$ cat src/rtl/xbutton_filter.sv
// Push-button conditioner: 2-flop synchroniser, counter debounce,
// and registered level/press/release/auto-repeat outputs.
`ifndef DATA_W
`define DATA_W 20
`endif

module xbutton_filter #(
  parameter logic [`DATA_W-1:0] DEBOUNCE_CYCLES = 20'd100000,
  parameter bit                 REPEAT_EN       = 1'b1,
  parameter logic [`DATA_W-1:0] REPEAT_DELAY    = 20'd500000,
  parameter logic [`DATA_W-1:0] REPEAT_PERIOD   = 20'd150000
) (
  input  logic clk,
  input  logic rst,
  input  logic btn_in,
  output logic key_level,
  output logic key_press,
  output logic key_release,
  output logic key_repeat
);

  localparam int W = `DATA_W;

  localparam logic [W-1:0] DB_LAST  = DEBOUNCE_CYCLES - 1'b1;
  localparam logic [W-1:0] RD_LAST  = REPEAT_DELAY - 1'b1;
  localparam logic [W-1:0] RP_LAST  = REPEAT_PERIOD - 1'b1;
  localparam logic [W-1:0] CNT_MAX  = '1;

  typedef enum logic [2:0] {
    IDLE,
    PRESS_WAIT,
    HELD,
    REPEAT,
    RELEASE_WAIT
  } state_t;

  state_t         state_q;
  logic [W-1:0]   cnt_q;
  logic [W-1:0]   cnt_d;
  logic           s1_q;
  logic           s_q;
  logic           level_q;
  logic           press_q;
  logic           release_q;
  logic           repeat_q;

  // Saturating increment keeps a long hold with repeat disabled from wrapping
  assign cnt_d = (cnt_q == CNT_MAX) ? cnt_q : cnt_q + 1'b1;

  assign key_level   = level_q;
  assign key_press   = press_q;
  assign key_release = release_q;
  assign key_repeat  = repeat_q;

  always_ff @(posedge clk) begin
    if (rst) begin
      s1_q      <= 1'b0;
      s_q       <= 1'b0;
      state_q   <= IDLE;
      cnt_q     <= '0;
      level_q   <= 1'b0;
      press_q   <= 1'b0;
      release_q <= 1'b0;
      repeat_q  <= 1'b0;
    end else begin
      s1_q      <= btn_in;
      s_q       <= s1_q;
      press_q   <= 1'b0;
      release_q <= 1'b0;
      repeat_q  <= 1'b0;
      case (state_q)
        IDLE: begin
          if (s_q) begin
            state_q <= PRESS_WAIT;
            cnt_q   <= '0;
          end
        end
        PRESS_WAIT: begin
          if (!s_q) begin
            state_q <= IDLE;
          end else if (cnt_q == DB_LAST) begin
            state_q <= HELD;
            level_q <= 1'b1;
            press_q <= 1'b1;
            cnt_q   <= '0;
          end else begin
            cnt_q <= cnt_d;
          end
        end
        HELD: begin
          if (!s_q) begin
            state_q <= RELEASE_WAIT;
            cnt_q   <= '0;
          end else if (REPEAT_EN && (cnt_q == RD_LAST)) begin
            state_q  <= REPEAT;
            repeat_q <= 1'b1;
            cnt_q    <= '0;
          end else begin
            cnt_q <= cnt_d;
          end
        end
        REPEAT: begin
          if (!s_q) begin
            state_q <= RELEASE_WAIT;
            cnt_q   <= '0;
          end else if (cnt_q == RP_LAST) begin
            repeat_q <= 1'b1;
            cnt_q    <= '0;
          end else begin
            cnt_q <= cnt_d;
          end
        end
        RELEASE_WAIT: begin
          // A bounce back high returns to HELD and restarts the repeat delay
          if (s_q) begin
            state_q <= HELD;
            cnt_q   <= '0;
          end else if (cnt_q == DB_LAST) begin
            state_q   <= IDLE;
            level_q   <= 1'b0;
            release_q <= 1'b1;
            cnt_q     <= '0;
          end else begin
            cnt_q <= cnt_d;
          end
        end
        default: begin
          state_q <= IDLE;
          cnt_q   <= '0;
        end
      endcase
    end
  end

endmodule

$ cat config.mk
export PLATFORM = sky130hd
export DESIGN_NAME = xbutton_filter
export DESIGN_NICKNAME = d
export VERILOG_FILES = /design/src/rtl/xbutton_filter.sv
export SDC_FILE = /design/constraint.sdc
export NUM_CORES = 1
export LEC_CHECK = 0
export ABC_AREA = 1
export CAP_MARGIN = 10
export CORE_MARGIN = 3
export CORE_UTILIZATION = 30
export CTS_CLUSTER_SIZE = 24
export DETAILED_ROUTE_END_ITERATION = 6
export DONT_BUFFER_PORTS = 1
export GPL_TIMING_DRIVEN = 0
export HOLD_SLACK_MARGIN = 0.06
export PLACE_DENSITY = 0.46
export SETUP_SLACK_MARGIN = 0.3
export SYNTH_ARGS = -nofsm -noshare
export SYNTH_HDL_FRONTEND = slang
export SYNTH_SLANG_ARGS = --single-unit
export TNS_END_PERCENT = 10
$ cat constraint.sdc
create_clock -name clk -period 2.2 [get_ports clk]
set_input_delay 0.22 -clock clk [delete_from_list [all_inputs] [get_ports clk]]
set_output_delay 0.22 -clock clk [all_outputs]
set_load 0.02 [all_outputs]
==> Flow_metrics.wiki <==
{| class="wikitable"
! Metric !! Value
|-
| Setup repair after global routing missed its margin || true
|-
| Number of fill cells || 712
|-
| Pin count of the biggest net entering global routing || 11
|-
| Iteration-0 DRC count of the detailed router || 166
|-
| Number of slew-limit violations in the final report || 0
|-
| Overall Power || 1.93 mW
|-
| Slowest CP cell || dfxtp_1
|-
| Worst setup path category || reg2reg
|-
| Total half-perimeter wirelength after legalization and detailed placement || 4170 µm
|-
| Area fraction in compound gates after synthesis || 9.49%
|-
| Worst-Skew Late Latency || 0.28 ns
|-
| Count of cells along the worst hold path || 2
|-
| Clock net sink count || 29
|-
| Die Y || 88.0 µm
|-
| DIE AREA || 0.00775 mm²
|-
| # Max-Cap Violations || 0
|-
| Internal Dissipation || 1.09 mW
|-
| Std-Cell Core Area || 0.00642 mm²
|-
| Final worst-path setup slack || 0.455 ns
|-
| Delay of the slowest cell on the worst path || 0.45 ns
|-
| Slew Limit Headroom || 65.4%
|-
| Global route overflow || 0
|-
| Xor and xnor fraction of the mapped netlist area || 3.91%
|-
| Startpoint class of the critical path || flip-flop
|-
| Leakage || 0.887 nW
|-
| Number of standard cells in the layout, taps in and fillers out || 419
|-
| Relative contribution of sequential cells to total power || 32.6%
|-
| Clock transition at the registers of the reported paths || 0.07 ns
|-
| DR vias/cell || 4.84
|-
| Endpoint class of the critical path || flip-flop
|-
| Power dissipated by switching net loads || 840 µW
|-
| Total routing usage reported by global routing || 15.6%
|-
| Layout cell share with drive strength beyond 1 || 12.6%
|-
| Synth cell types || 28
|-
| First-pass detailed-route iteration total || 4
|-
| Hold violation total from the final report || 0
|-
| Worst slack after detailed placement || 0.196 ns
|-
| Detailed-route via count || 2027
|-
| Total standard cell area after synthesis || 0.00202 mm²
|-
| Chain of cells forming the critical path || inv_1, nor2_1, nand2_1, nor2_1, nand3_1, nand2_1, nand3_4, buf_6, nor2_2, nor2_1
|-
| Die extent in x || 88.0 µm
|-
| Final critical-path required period || 1.75 ns
|-
| Clock power share || 23.3%
|-
| Wire length of the first global-routing pass || 9360 µm
|-
| CTS tree || built
|-
| Clock Path Buffers || 2
|-
| Most common library cell in the layout ignoring fill and taps || nand2_1
|-
| Total negative slack for setup checks || 0 ns
|-
| Setup violators final || 0
|-
| Number of H-tree levels || 2
|-
| Required time of the critical path || 2.36 ns
|-
| HP Class || in2reg
|-
| Number of global-route vias before repair || 1923
|-
| VDD IR max || 0.514 mV
|-
| Worst slew pin tran || 0.519 ns
|-
| Multiplexer area fraction after synthesis || 0%
|-
| Synth Register Bits || 29
|-
| DRC Markers || 0
|-
| Seq/Total Area, Yosys || 28.8%
|-
| Skew final || 0.00667 ns
|-
| Number of clock buffers inserted by TritonCTS || 5
|-
| Final weighted congestion in routability-driven placement || 0.848
|-
| Met1 wire length || 2780 µm
|-
| Tcrit/Tclk final || 79.3%
|-
| Routed wire length on met3 || 183 µm
|-
| Number of nets in the final layout || 346
|-
| Area share of fa/ha/maj cells after synthesis || 0.620%
|-
| Clock root buffer master || clkbuf_8
|-
| Met2 Wirelength || 2620 µm
|-
| Simple-gate share of the synthesized area || 47.1%
|-
| R2r worst-path depth || 10
|-
| Highest routed layer || met4
|-
| Switching fraction of total power || 43.5%
|-
| Cell Rows || 29
|-
| Critical Path Most Common Cell || nor2_1
|-
| Post-Syn Area per Cell || 6.12 µm²
|-
| Synthesized netlist cell count || 330
|-
| Boundary Pins || 7
|-
| Total instance count after detailed placement || 407
|-
| Post-detailed-routing wire length || 5620 µm
|-
| Max frequency || 573 MHz
|-
| Number of buffers inserted by port buffering || 0
|-
| Antenna violations before repair || 0
|-
| Largest family of logic cells by synthesized area || simple AND/OR/NAND/NOR gates
|-
| Initial core utilization || 31.4%
|-
| Critical Path Fanout Max || 10
|-
| Commonest non-fill, non-tap cells in the layout || nand2_1 (99), nor2_1 (47), nand3_1 (37)
|-
| Total number of yosys warnings || 0
|-
| Residual antenna-violating net count after detailed routing || 0
|-
| Growth of design area from synthesis to finish || 12.8%
|-
| Outcome || complete, no violations
|-
| P per Cell Area || 849 mW/mm²
|-
| Worst path arrival time || 1.91 ns
|-
| Share of total power in combinational logic || 44.1%
|-
| Antenna Cells || 0
|-
| Synth Net Count || 334
|-
| DR WL/cell || 13.4 µm
|}
==> path summary, 6_finish.rpt <==
| path | end | from | slack, ns |
|---|---|---|---|
| setup / recovery | cnt_q[1]$_SDFFE_PP0P_ | cnt_q[8]$_SDFFE_PP0P_ | 0.45 |
| hold / removal | cnt_q[2]$_SDFFE_PP0P_ | rst | 0.17 |
| setup reg to reg | cnt_q[1]$_SDFFE_PP0P_ | cnt_q[8]$_SDFFE_PP0P_ | 0.45 |
| hold reg to reg | s_q$_SDFF_PP0_ | s1_q$_SDFF_PP0_ | 0.41 |
==> cell families (layout without fill, tap and decap cells) <==
family,count (synthesis),in the layout
buf+inv,44,55
xor+xnor,9,9
fa+ha+maj,1,1
compound gates,34,34
flops,29,29
simple gates,213,214
==> synthesized netlist by cell type <==
cell | n | area (µm²)
nand2_1 | 100 | 375
nor2_1 | 48 | 180
nand3_1 | 38 | 190
inv_1 | 30 | 113
dfxtp_1 | 29 | 581
a21oi_1 | 22 | 110
o21ai_0 | 8 | 40.0
nor3_1 | 7 | 35.0
xor2_1 | 7 | 61.3
nand4_1 | 6 | 37.5
buf_2 | 3 | 15.0
buf_4 | 3 | 22.5
buf_6 | 3 | 33.8
inv_2 | 3 | 11.3
nand2_2 | 3 | 18.8
nand3_4 | 3 | 52.6
nor2_2 | 3 | 18.8
a31oi_1 | 2 | 12.5
nand3b_1 | 2 | 15.0
xnor2_1 | 2 | 17.5
a211oi_1 | 1 | 7.51
a31oi_4 | 1 | 21.3
and2_1 | 1 | 6.26
clkbuf_1 | 1 | 3.75
clkbuf_2 | 1 | 5.00
ha_1 | 1 | 12.5
nor2_4 | 1 | 11.3
nor3_2 | 1 | 10.0
==> layout make-up <==
cell class | count | area [µm²] | share of cell area (%)
flip-flops and latches | 29 | 586 | 25.7
multi-input cells | 258 | 1270 | 55.9
plain buffers | 11 | 80.1 | 3.52
inverters | 33 | 124 | 5.44
well taps | 77 | 96.3 | 4.23
clock buffers | 7 | 86.3 | 3.79
repair buffers | 4 | 32.5 | 1.43
==> flip-flops by register name, indices dropped and copies added, names as in the netlist <==
register,flops
s_q,1
s1_q,1
key_level,1
key_press,1
state_q,3
cnt_q,20
key_release,1
key_repeat,1
==> what timing repair did <==
action,CTS,global route
hold buffers,1,0
buffers inserted,0,3
hold endpoints to repair,1,0
pin swaps,0,2
gates resized for setup,3,7
cloned,0,1
setup endpoints to repair,17,19
==> worst max-delay path: cells and delay by family, from the launching register on <==
family | cells | cell delay, ns
buf+inv | 2 | 0.25
flops | 1 | 0.45
simple gates | 8 | 0.94
==> power by group through the flow <==
stage | clock [mW] | sequential [mW] | combinational [mW]
2_1_floorplan | 0 | 0.620 | 0.640
3_3_place_gp | 0 | 0.631 | 0.843
3_5_place_dp | 0 | 0.630 | 0.846
4_1_cts | 0.469 | 0.626 | 0.856
5_1_grt | 0.485 | 0.638 | 0.951
6_report | 0.450 | 0.631 | 0.851
==> routing by layer <==
layer / vias up / global-route usage, %
met5: - / 0
met3: 2 / 3.01
li1: 1081 / -
met2: 24 / 26.5
met1: 920 / 20.5
met4: 0 / 3.30
==> through the flow <==
step	area (µm²)	hold WS [ns]	utilization, %
after global placement	2110	0.332	32.9
final	2280	0.170	35.4
after CTS	2230	0.166	34.7
after detailed placement	2110	0.338	32.9
after global routing	2280	0.187	35.4
after floorplan	2020	0.327	-
(Power assumes the default switching activity.)
